<file path="config.mk">
export PLATFORM = sky130hd
export DESIGN_NAME = tic_tac_toe_game
export DESIGN_NICKNAME = d
export VERILOG_FILES = /design/src/rtl/tic_tac_toe_game.sv
export SDC_FILE = /design/constraint.sdc
export NUM_CORES = 1
export LEC_CHECK = 0
export ABC_AREA = 1
export ABC_CLOCK_PERIOD_IN_PS = 2300
export BUFFER_PORTS_ARGS = -buffer_cell sky130_fd_sc_hd__buf_2
export CORE_MARGIN = 5
export CORE_UTILIZATION = 43
export DETAILED_ROUTE_END_ITERATION = 6
export PLACE_DENSITY = 0.76
export SLEW_MARGIN = 40
export SYNTH_ARGS = -nofsm -noshare
export SYNTH_HDL_FRONTEND = slang
export SYNTH_SLANG_ARGS = --single-unit
export TNS_END_PERCENT = 100
</file>
<file path="constraint.sdc">
create_clock -name clock -period 2.3 [get_ports clock]
set_clock_uncertainty 0.1 [all_clocks]
set_input_delay 0.46 -clock clock [delete_from_list [all_inputs] [get_ports clock]]
set_output_delay 0.46 -clock clock [all_outputs]
set_load 0.02 [all_outputs]
</file>
<file path="src/rtl/tic_tac_toe_game.sv">
// Two-player 3x3 tic-tac-toe core: one cell selection per clock, alternating marks,
// combinational win/draw decode of the registered board.
module tic_tac_toe_game (
    input  logic        clock,
    input  logic        reset,
    input  logic [50:0] user_input,
    input  logic        set_x_or_o,
    output logic [1:0]  pos1,
    output logic [1:0]  pos2,
    output logic [1:0]  pos3,
    output logic [1:0]  pos4,
    output logic [1:0]  pos5,
    output logic [1:0]  pos6,
    output logic [1:0]  pos7,
    output logic [1:0]  pos8,
    output logic [1:0]  pos9,
    output logic [1:0]  result,
    output logic        x_or_o
);
    localparam int NUM_CELLS = 9;

    logic [NUM_CELLS-1:0][1:0] board;
    logic [NUM_CELLS-1:0]      hit;
    logic [7:0][1:0]           line_owner;
    logic [1:0]                win;
    logic                      full;
    logic                      accept;

    // A cell is hit only by an exact full-width match on an empty cell, so
    // out-of-range or unknown selections never place a mark.
    for (genvar i = 0; i < NUM_CELLS; i++) begin : g_hit
        assign hit[i] = (user_input == 51'(i + 1)) && (board[i] == 2'b00);
    end

    assign accept = (|hit) && (result == 2'b00);

    always_ff @(posedge clock) begin
        if (reset) begin
            board  <= '0;
            x_or_o <= set_x_or_o;
        end else if (accept) begin
            for (int i = 0; i < NUM_CELLS; i++)
                if (hit[i]) board[i] <= x_or_o ? 2'b10 : 2'b01;
            x_or_o <= ~x_or_o;
        end
    end

    function automatic logic [1:0] line3(input logic [1:0] a, input logic [1:0] b,
                                         input logic [1:0] c);
        return ((a == b) && (b == c)) ? a : 2'b00;
    endfunction

    assign line_owner[0] = line3(board[0], board[1], board[2]);
    assign line_owner[1] = line3(board[3], board[4], board[5]);
    assign line_owner[2] = line3(board[6], board[7], board[8]);
    assign line_owner[3] = line3(board[0], board[3], board[6]);
    assign line_owner[4] = line3(board[1], board[4], board[7]);
    assign line_owner[5] = line3(board[2], board[5], board[8]);
    assign line_owner[6] = line3(board[0], board[4], board[8]);
    assign line_owner[7] = line3(board[2], board[4], board[6]);

    always_comb begin
        win  = 2'b00;
        full = 1'b1;
        for (int l = 0; l < 8; l++)
            if (win == 2'b00) win = line_owner[l];
        for (int i = 0; i < NUM_CELLS; i++)
            if (board[i] == 2'b00) full = 1'b0;
    end

    // Win outranks draw when the ninth mark also completes a line.
    assign result = (win != 2'b00) ? win : (full ? 2'b11 : 2'b00);

    assign pos1 = board[0];
    assign pos2 = board[1];
    assign pos3 = board[2];
    assign pos4 = board[3];
    assign pos5 = board[4];
    assign pos6 = board[5];
    assign pos7 = board[6];
    assign pos8 = board[7];
    assign pos9 = board[8];
endmodule

</file>
* Yosys cells after proc, flatten, opt, wreduce, memory -nomap -nowiden *
Cells that the tools add are included.

word-level totals
  bits in registers = 19
  input port bits = 54
  output and inout bits = 21

cells by class
  equal/unequal tests = 25
  multiplexer cells = 29
  bitwise logic cells = 1
  reductions and logical operators = 47

operators with widths
  kind                   number
  $eq A51 B3 Y1 const B  4
  $eq A51 B2 Y1 const B  2
  $eq A51 B4 Y1 const B  2
  $eq A51 B1 Y1 const B  1
  $mux W2                18
  $logic_not A2 Y1       17
  $eq A2 B2 Y1           16
  $logic_and A1 B1 Y1    18
  $reduce_and A2 Y1      9
  $mux W1                11
  $reduce_or A9 Y1       1
  $reduce_bool A2 Y1     2
  $not A1 Y1             1

* Logic depth before layout (Yosys ltp) *
Gate-level depths: netlist of run 1.

  word-level depth = 23
  depth in mapped cells = 21
  gate-level depth less buffers = 20

* Worst setup path before layout of run 1 *
OpenSTA, ideal clock, no wires.

  path type = reg2reg
  start point = register board (netlist bit pos5[0])
  end point = register x_or_o (enable)
  library setup time = 0.292 ns
  arrival = 1.959 ns
  data required time = 1.908 ns
  setup slack = -0.050 ns
  stages on the path, launching flop included = 21
  buffers on the path = 2
  path through = dfxtp_1 > buf_6 > nand3_2 > a21oi_2 > nand2_1 > nand3_1 > nand2_1 > clkinv_2 > nand2_1 > inv_2 > nand2_1 > inv_2 > nand2_2 > clkinv_2 > nand2_1 > clkinv_2 > nand2_4 > nor2_8 > buf_8 > nand2_1 > nand2_1

on the way
  word-level cells in the longest chain between the ends = 21
  elaborated cells on any way between the ends = 43

RTL lines
  what                                   RTL line  source
  from (decl)                            22        logic [NUM_CELLS-1:0][1:0] board;
  from (signal, indexed assignment)      43        if (hit[i]) board[i] <= x_or_o ? 2'b10 : 2'b01;
  $eq A2 B2 Y1                           50        return ((a == b) && (b == c)) ? a : 2'b00;
  $logic_and A1 B1 Y1                    50
  $mux W2                                50
  $mux W2                                66        if (win == 2'b00) win = line_owner[l];
  $logic_not A2 Y1                       66
  $mux W2                                66
  $logic_not A2 Y1                       66
  $mux W2                                66
  (+6 left out)                          --
  $logic_not A2 Y1                       66
  $mux W2                                66
  $reduce_bool A2 Y1                     72        assign result = (win != 2'b00) ? win : (full ? 2'b11 : 2'b00);
  $mux W2 *                              72
  named net result[0]                    17        output logic [1:0] result,
  $logic_not A2 Y1 *                     35        assign accept = (|hit) && (result == 2'b00);
  $logic_and A1 B1 Y1 *                  35
  $reduce_bool A2 Y1 (no source line) *  --
  to (signal assigned)                   40        x_or_o <= set_x_or_o;
  to (signal assigned)                   44        x_or_o <= ~x_or_o;
  to (decl)                              18        output logic x_or_o

The timed path passes the listed nets; every way through them passes the cells marked *.
A chain may end at the register's enable or synchronous reset.

* Worst setup path in the final report of run 1 *
  start point = register board (netlist bit pos8[0])
  end point = output result[1]

on the way
  word-level cells in the longest chain between the ends = 16
  elaborated cells on any way between the ends = 24

RTL lines
  what                 RTL line
  $eq A2 B2 Y1         50
  $logic_and A1 B1 Y1  50
  $mux W2              50
  $mux W2              66
  $logic_not A2 Y1     66
  $mux W2              66
  $logic_not A2 Y1     66
  $mux W2              66
  $logic_not A2 Y1     66
  $mux W2              66
  $logic_not A2 Y1     66
  $mux W2              66
  $logic_not A2 Y1     66
  $mux W2              66
  $reduce_bool A2 Y1   72
  $mux W2 *            72
  to (decl)            17

Mark *: on every way between the ends. The rest lies on a longest branch, timed or not.

==> metrics.csv, run 1 <==
metric,value,unit
internal power,0.4836,mW
Synth Warn #,0,
Final Critical Period,2.474,ns
Cells after Synth,288,
grt ovf,0,
#FFs+latches synth,19,
final WL,6.786,mm
crit path kind,reg2out,
Top Ports,75,
final setup violation count,15,
Worst setup SP type,flop,
reg-to-reg setup timing slack,-0.10,ns
sequential power share,51.4,%
Starting Density,44.11,%
first-pass GRT wire length,10.03,mm
clock power share,35.9,%
r2r startpoint,pos8[0],
Crit. End Element,output pin,
max cap viols,0,
RSZ-0062 raised after global routing,true,
CP required,1.74,ns
TritonCTS Buffers,3,
area of the core,3971,um^2
post-route worst setup slack,-0.1745,ns
R2R depth,19,
DR vias/cell,5.473,
worst hold start,set_x_or_o,
Routed wire per std cell,15.28,um
final hold violations,0,
Final GP Congestion,0.9569,
synthesis-to-layout area growth,55.71,%
total track usage,23.54,%
synthesized area per cell,6.082,um^2
WHS Path Cells,3,
Synth area leader,dfxtp_1,
PD cells,228.9,nW/um^2
Util after Layout,68.68,%
max-slew violation count,0,
CP Max Fanout,3,
Netlist cell types,27,
"EDFF count, synth",1,
Slew @ Worst Pin,0.4029,ns
n_diodes,0,
share of layout cells above drive strength 1,52.79,%
VDD IR max,0.0003285,V
vias in the first global route,2172,
path category of the worst min-delay check,in2reg,
DR vias,2430,
Synth top cells by count,"nor2_1, nand2_1, nand3_1",
number of antenna violations at the first check in global routing,0,
NetSw,0.1408,mW
sequential element share of the synthesized area,22.29,%
Worst slew margin,72.93,%
hold_buf cts,0,
Critical R2R Capture,pos8[0],
hpwl dp,4.992,mm
DP Worst Slack,-0.07863,ns
Root Driver,clkbuf_8,
PortBufs,74,
fillers,344,
clk sinks,19,
"Design Area, Final",2728,um^2
final net count,449,
failing checks,negative setup slack,
Layout Cells excl Fill,444,
WP data arrival,1.91,ns
placed cells,430,
CTS H-Tree Depth,1,
"count leader, synth",nor2_1,
ANT nets after route,0,
initial drt markers,208,
worst skew pair latency,0.25,ns
Gate power share,12.7,%
Final Cycle Share,107.6,%
top-area cell type share of the netlist area,20.57,%
DRC,0,
Syn Nets,342,
TritonCTS clock tree,built,
Tot Pwr,0.6244,mW
DP Area,2332,um^2
fmax,404.1,MHz
switch share,22.55,%
DR pass1 iterations,5,
largest net degree at the start of global routing,21,
die area,5450,um^2
die height,73.83,um
FP Rows,23,
asr flop ratio synth,0,%
top post-synthesis cells by area,"dfxtp_1, nand3_1, nor2_1",
clk slew on worst S/H paths,0.07,ns
synthesized area,1752,um^2
Max clock buf depth,2,
Die Wd,73.83,um
Leak,1.357,nW
Synth Flop Type,dfxtp_1,
Worst Hold End,x_or_o,
status,"complete, but fails checks",
## flip-flops by register name, summed over array words and instances, names as in the netlist
| name | flops |
|---|---|
| pos6 | 2 |
| pos8 | 2 |
| pos9 | 2 |
| pos4 | 2 |
| pos2 | 2 |
| pos7 | 2 |
| pos1 | 2 |
| pos5 | 2 |
| pos3 | 2 |
| x_or_o | 1 |
## critical path: stages, from the launching register on
cell and delay (ns):
dfxtp_1 0.34, inv_1 0.14, nand3_2 0.11, a21oi_2 0.19, nand3_2 0.13, nand2_2 0.09, clkinv_2 0.06, nand3_2 0.09
nand2_2 0.06, inv_2 0.06, nand2_2 0.07, inv_4 0.06, nand3_2 0.07, nand2_4 0.08, buf_6 0.11
## timing repair
action / CTS / global route
setup endpoints to repair: 3 / 21
pin swaps: 24 / 9
gates cloned: 0 / 1
buffers inserted: 6 / 3
gates resized for setup: 38 / 45
## cell usage in the layout (no fill, tap or decap), drive strengths merged
cell type / instances
buf: 107
nor2: 50
inv: 50
nand3: 43
nand2: 42
nand4: 24
dfxtp: 18
a21oi: 17
nor3: 14
o21ai: 9
nor4: 6
clkbuf: 5
clkinv: 3
a21boi: 3
and3: 1
o21bai: 1
edfxtp: 1
## stage by stage
stage,hold slack [ns],TNS (ns)
after floorplan,0.4416,0
after global placement,0.4074,-0.2256
after detailed placement,0.4125,-0.6053
after CTS,0.4137,-0.2384
after global routing,0.4550,-2.979
final,0.4113,-0.7301
## kinds of logic (layout without fill, tap and decap cells)
family          after synthesis  count (layout)  synth area share (%)
compound gates               30              30                 10.00
buf+inv                      59             165                 15.14
simple gates                180             180                 52.57
flops                        19              19                 22.29
## worst max path at each step
stage                              start   endpoint  slack, ns
after floorplan                  pos3[0]     x_or_o      0.002
after global placement    user_input[17]    pos7[0]      -0.05
after detailed placement  user_input[39]    pos8[0]      -0.08
after CTS                        pos6[0]  result[1]      -0.12
after global routing             pos8[0]  result[0]      -0.28
final                            pos8[0]  result[1]      -0.17
## per-layer routing
layer	global-route usage [%]	part of all wire, %	wire [um]	up-vias
li1	-	-	-	1182
met1	31.06	37	2516	1105
met2	41.04	53	3606	121
met3	3.694	7.8	531	22
met4	3.219	1.9	130	0
met5	0	0	0	-
## layout make-up
type                    count  area [um^2]  share of cell area [%]
clock buffers               4        45.04                   1.651
inverters                  53        226.5                   8.303
multi-input cells         210         1285                   47.11
flip-flops and latches     19        436.7                   16.01
well taps                  50        62.56                   2.294
repair buffers            108        671.9                   24.63
## power groups by stage
stage / logic, mW / clock network (mW) / registers (mW)
CTS: 0.0787 / 0.227 / 0.328
detailed placement: 0.0785 / 0 / 0.341
global route: 0.0890 / 0.240 / 0.321
global placement: 0.0762 / 0 / 0.341
finish: 0.0793 / 0.224 / 0.321
floorplan: 0.0266 / 0 / 0.343
No activity file was read; power rests on OpenSTA's default activity.
==> inputs of run 2 (changes only) <==
--- a/config.mk
+++ b/config.mk
@@ -11,7 +11,9 @@
 export CORE_MARGIN = 5
 export CORE_UTILIZATION = 43
 export DETAILED_ROUTE_END_ITERATION = 6
-export PLACE_DENSITY = 0.76
+export GPL_TIMING_DRIVEN = 0
+export PLACE_DENSITY = 0.87
+export REMOVE_ABC_BUFFERS = 1
 export SLEW_MARGIN = 40
 export SYNTH_ARGS = -nofsm -noshare
 export SYNTH_HDL_FRONTEND = slang
==> metrics.csv, run 2 (synthesis results as in run 1) <==
metric,value,unit,change
Slew @ Worst Pin,0.4449,ns,+0.04206 ns
PD cells,241.2,nW/um^2,+5.3%
Die Wd,73.83,um,unchanged
worst path cell trace,inv_4 > nand3_2 > nand2_2 > nand2_4 > inv_2 > a21oi_4 > nand2_2 > inv_4 > nand2_2 > inv_2 > nand2_2 > inv_2 > nand2_2 > inv_2 > nand2_2 > inv_2 > nand2_4 > buf_6,,
area of the core,3971,um^2,unchanged
Layout Cells excl Fill,426,,-4.1%
path category of the worst min-delay check,in2reg,,
Top Ports,75,,unchanged
share of layout cells above drive strength 1,51.60,%,-1.2 points
fmax,398.0,MHz,-1.5%
crit path kind,reg2out,,
DRC,0,,unchanged
Final Cycle Share,109.2,%,+1.6 points
Final GP Congestion,0.9558,,-0.11%
TritonCTS clock tree,built,,
die height,73.83,um,unchanged
most frequent cells in the layout,"buf_2, nor2_1, inv_1, nand3_1, nand4_1",,
max-slew violation count,0,,unchanged
hpwl dp,4.534,mm,-9.2%
ANT nets after route,0,,unchanged
worst skew pair latency,0.26,ns,about the same
clk sinks,19,,unchanged
DR pass1 iterations,6,,+1
Routed wire per std cell,15.53,um,+1.6%
CTS H-Tree Depth,1,,unchanged
"Design Area, Final",2631,um^2,-3.5%
CP required,1.74,ns,about the same
Max clock buf depth,2,,unchanged
area of the multi-input gates,1314,um^2,+2.2%
DR vias,2447,,+0.70%
PortBufs,74,,unchanged
status,"complete, but fails checks",,
CP max stage cell,dfxtp_4,,
first-pass GRT wire length,9.887,mm,-1.4%
post-route worst setup slack,-0.2123,ns,-0.03776 ns
largest net degree at the start of global routing,21,,unchanged
Crit. End Element,output pin,,
CP Max Fanout,6,,+3
Starting Density,44.11,%,unchanged
final WL,6.617,mm,-2.5%
"most common cell after layout, fill and taps aside",buf_2,,
n_diodes,0,,unchanged
number of antenna violations at the first check in global routing,0,,unchanged
Leak,1.264,nW,-6.9%
fillers,327,,-4.9%
Util after Layout,66.26,%,-2.4 points
failing checks,negative setup slack,,
WHS,0.3819,ns,-0.02941 ns
final setup violation count,19,,+4
CP peak stage delay,0.41,ns,+0.07 ns
placed cells,406,,-5.6%
reg-to-reg setup timing slack,-0.14,ns,-0.04 ns
clk slew on worst S/H paths,0.08,ns,about the same
initial drt markers,259,,+25%
DP Area,2128,um^2,-8.7%
critical path's most frequent cell,nand2_2,,
grt ovf,0,,unchanged
final hold violations,0,,unchanged
Final Critical Period,2.512,ns,+0.03776 ns
Worst setup SP type,flop,,
Worst slew margin,70.34,%,-2.6 points
FP Rows,23,,unchanged
hold_buf cts,0,,unchanged
Tot Pwr,0.6346,mW,+1.6%
synthesis-to-layout area growth,50.21,%,
VDD IR max,0.0001851,V,-44%
WP data arrival,1.95,ns,+0.04 ns
final net count,431,,-4.0%
vias in the first global route,2132,,-1.8%
total track usage,22.87,%,-0.67 points
TritonCTS Buffers,3,,unchanged
Root Driver,clkbuf_8,,
die area,5450,um^2,unchanged
RSZ-0062 raised after global routing,true,,
max cap viols,0,,unchanged
FF+latch area,447.9,um^2,+2.6%
DR vias/cell,5.744,,+5.0%
-- run 2: final timing paths --
| kind | end | from | cells past startpoint |
|---|---|---|---|
| setup / recovery | result[1] | pos3[0] | 18 |
| hold / removal | x_or_o | set_x_or_o | 3 |
| setup reg to reg | pos6[0] | pos7[0] | 19 |
| hold reg to reg | pos1[0] | pos1[0] | 2 |
-- run 2: stage by stage --
stage,setup TNS (ns),setup WS (ns)
after global placement,-2.000,-0.2396
final,-1.534,-0.2123
after floorplan,-0.007914,-0.007914
after global routing,-4.069,-0.3047
after detailed placement,-2.860,-0.2653
after CTS,-0.4076,-0.1446
-- run 2: final cells by class --
type | count | share of cell area (%)
clock buffer | 4 | 1.712
inverter | 53 | 8.607
multi-input combinational | 210 | 49.93
sequential | 19 | 17.02
tap | 50 | 2.378
timing repair buffer | 90 | 20.35
-- run 2: critical path: cells and delay by family, from the launching register on --
| kind | cells | cell delay (ns) |
|---|---|---|
| AO/OA/AOI/OAI | 1 | 0.13 |
| buffers and inverters | 8 | 0.58 |
| flip-flops | 1 | 0.41 |
| AND/OR/NAND/NOR | 9 | 0.54 |
-- run 2: timing repair --
item | CTS | global route
endpoints found under the setup margin | 20 | 21
resized for setup | 52 | 54
pin swaps | 10 | 25
setup buffers | 8 | 8
-- run 2: power breakdown --
group / switching (mW) / leakage, nW / internal, mW
clock: 0.113 / 0.0228 / 0.123
sequential: 0.000618 / 0.168 / 0.316
combinational: 0.0410 / 1.07 / 0.0406
-- run 2: layer usage --
metal / wire length (um) / GRT usage, % / vias up
met5: 0 / 0 / -
met1: 2306 / 27.88 / 1084
met4: 265 / 5.634 / 0
met2: 3379 / 40.06 / 162
met3: 664 / 5.472 / 53
li1: - / - / 1148
==> inputs of run 3 (changes only) <==
--- a/config.mk
+++ b/config.mk
@@ -10,10 +10,12 @@
 export BUFFER_PORTS_ARGS = -buffer_cell sky130_fd_sc_hd__buf_2
 export CORE_MARGIN = 5
 export CORE_UTILIZATION = 43
+export CTS_CLUSTER_SIZE = 14
 export DETAILED_ROUTE_END_ITERATION = 6
 export GPL_TIMING_DRIVEN = 0
 export PLACE_DENSITY = 0.87
 export REMOVE_ABC_BUFFERS = 1
+export SETUP_SLACK_MARGIN = 0.5
 export SLEW_MARGIN = 40
 export SYNTH_ARGS = -nofsm -noshare
 export SYNTH_HDL_FRONTEND = slang
==> metrics.csv, run 3 (synthesis results as in run 1) <==
metric,value,unit,change
DR vias,2436,,-0.45%
n_diodes,0,,unchanged
CP peak stage delay,0.42,ns,about the same
final WL,6.714,mm,+1.5%
Final GP Congestion,0.9558,,unchanged
clock power share,37.2,%,about the same
final net count,431,,unchanged
Slew @ Worst Pin,0.4454,ns,+0.0004421 ns
Worst slew margin,70.28,%,about the same
final setup violation count,19,,unchanged
Crit. End Element,output pin,,
first-pass GRT wire length,9.860,mm,-0.27%
internal power,0.4804,mW,about the same
DRC,0,,unchanged
worst hold start,set_x_or_o,,
Layout Cells excl Fill,426,,unchanged
share of layout cells above drive strength 1,51.86,%,+0.27 points
Final Critical Period,2.536,ns,+0.02342 ns
Worst setup SP type,flop,,
path category of the worst min-delay check,in2reg,,
r2r startpoint,pos9[0],,
FP Rows,23,,unchanged
most frequent cells in the layout,"buf_2, nor2_1, inv_1, nand3_1, nand4_1",,
total track usage,22.82,%,-0.056 points
Top delay family on crit path,simple AND/OR/NAND/NOR gates,,
Die Wd,73.83,um,unchanged
area of the core,3971,um^2,unchanged
Worst Path Buf+Inv,7,,-1
Gate power share,12.9,%,about the same
Root Driver,clkbuf_8,,
VDD IR max,0.0001829,V,-1.2%
Routed wire per std cell,15.76,um,+1.5%
die area,5450,um^2,unchanged
worst skew pair latency,0.26,ns,about the same
Top Ports,75,,unchanged
Critical R2R Capture,pos6[0],,
max cap viols,0,,unchanged
WP data arrival,1.98,ns,+0.03 ns
critical path's most frequent cell,nand2_2,,
clk sinks,19,,unchanged
status,"complete, but fails checks",,
die height,73.83,um,unchanged
Starting Density,44.11,%,unchanged
grt ovf,0,,unchanged
Tot Pwr,0.6351,mW,about the same
initial drt markers,305,,+18%
CP max stage cell,dfxtp_4,,
Max clock buf depth,2,,unchanged
placed cells,406,,unchanged
CP required,1.74,ns,about the same
Leak,1.268,nW,+0.33%
Util after Layout,66.57,%,+0.31 points
CTS H-Tree Depth,1,,unchanged
DR pass1 iterations,6,,unchanged
failing checks,negative setup slack,,
reg-to-reg setup timing slack,-0.18,ns,-0.04 ns
CP Max Fanout,6,,unchanged
crit path kind,reg2out,,
switch share,24.35,%,+0.055 points
NetSw,0.1547,mW,+0.31%
TritonCTS Buffers,3,,unchanged
PD cells,240.2,nW/um^2,-0.39%
sequential power share,49.9,%,about the same
worst path cell trace,inv_4 > nand3_2 > nand2_2 > nand2_4 > inv_2 > a21oi_4 > nand2_2 > inv_4 > nand2_2 > inv_2 > nand2_2 > inv_2 > nand3_4 > nand2_4 > inv_4 > nand2_4 > buf_6,,
WHS Path Cells,3,,unchanged
DR vias/cell,5.718,,-0.45%
DP Worst Slack,-0.2653,ns,unchanged
final hold violations,0,,unchanged
hpwl dp,4.534,mm,unchanged
Worst Hold End,x_or_o,,
clk slew on worst S/H paths,0.08,ns,about the same
setup TNS,-2.370,ns,-0.8363 ns
ANT nets after route,0,,unchanged
vias in the first global route,2136,,+0.19%
largest net degree at the start of global routing,21,,unchanged
number of antenna violations at the first check in global routing,0,,unchanged
PortBufs,74,,unchanged
Final Cycle Share,110.2,%,+1.0 points
TritonCTS clock tree,built,,
fmax,394.4,MHz,-0.92%
R2R depth,19,,unchanged
post-route worst setup slack,-0.2357,ns,-0.02342 ns
RSZ-0062 raised after global routing,true,,
max-slew violation count,0,,unchanged
"most common cell after layout, fill and taps aside",buf_2,,
synthesis-to-layout area growth,50.93,%,
-- run 3: changes by cell type in the layout (fill, tap and decap cells not counted) --
cell,change
clkbuf_16,+1
buf_6,+2
inv_1,-1
inv_2,+1
buf_12,-1
buf_4,-2
-- run 3: final cells by class --
type                    count  area [um^2]
clock buffers               4        45.04
fillers                   316         1328
inverters                  53        226.5
multi-input cells         210         1314
flip-flops and latches     19        447.9
well taps                  50        62.56
repair buffers             90        548.0
-- run 3: repair_timing --
action / 4_1_cts / 5_1_grt
pin swaps: 10 / 26
gates cloned: 0 / 1
resized for setup: 52 / 57
hold buffers: 0 / 0
setup endpoints to repair: 21 / 21
buffers inserted: 8 / 7
endpoints found under the hold margin: 0 / 0
-- run 3: metal layers --
| layer | track usage (%) | part of all wire (%) | vias to the layer above |
|---|---|---|---|
| li1 | - | - | 1149 |
| met1 | 27.71 | 36 | 1092 |
| met2 | 40.06 | 52 | 152 |
| met3 | 5.472 | 9.0 | 43 |
| met4 | 5.634 | 3.3 | 0 |
| met5 | 0 | 0 | - |
-- run 3: worst max path at each step --
stage | startpoint | endpoint | depth (start not counted)
after floorplan | pos5[0] | x_or_o | 18
after global placement | pos5[0] | result[0] | 12
after detailed placement | user_input[11] | x_or_o | 14
after CTS | pos3[0] | result[1] | 16
after global routing | pos3[0] | result[0] | 15
final | pos3[0] | result[0] | 17
-- run 3: power groups by stage --
| stage | Clock (mW) | Sequential (mW) | Combinational [mW] |
|---|---|---|---|
| after floorplan | 0 | 0.343 | 0.0223 |
| after global placement | 0 | 0.341 | 0.0770 |
| after detailed placement | 0 | 0.341 | 0.0794 |
| after CTS | 0.236 | 0.323 | 0.0798 |
| after global routing | 0.258 | 0.317 | 0.0921 |
| final | 0.236 | 0.317 | 0.0818 |
-- run 3: tightest hold or removal path, delay by kind of cell --
| family | cells | cell delay, ns |
|---|---|---|
| buf+inv | 1 | 0.07 |
| simple gates | 2 | 0.10 |
-- run 3: per-stage QoR --
stage / instance area, um^2 / hold WS (ns)
6_report: 2644 / 0.3820
3_3_place_gp: 2128 / 0.4685
2_1_floorplan: 1695 / 0.4291
4_1_cts: 2359 / 0.3872
3_5_place_dp: 2128 / 0.4834
5_1_grt: 2644 / 0.4108
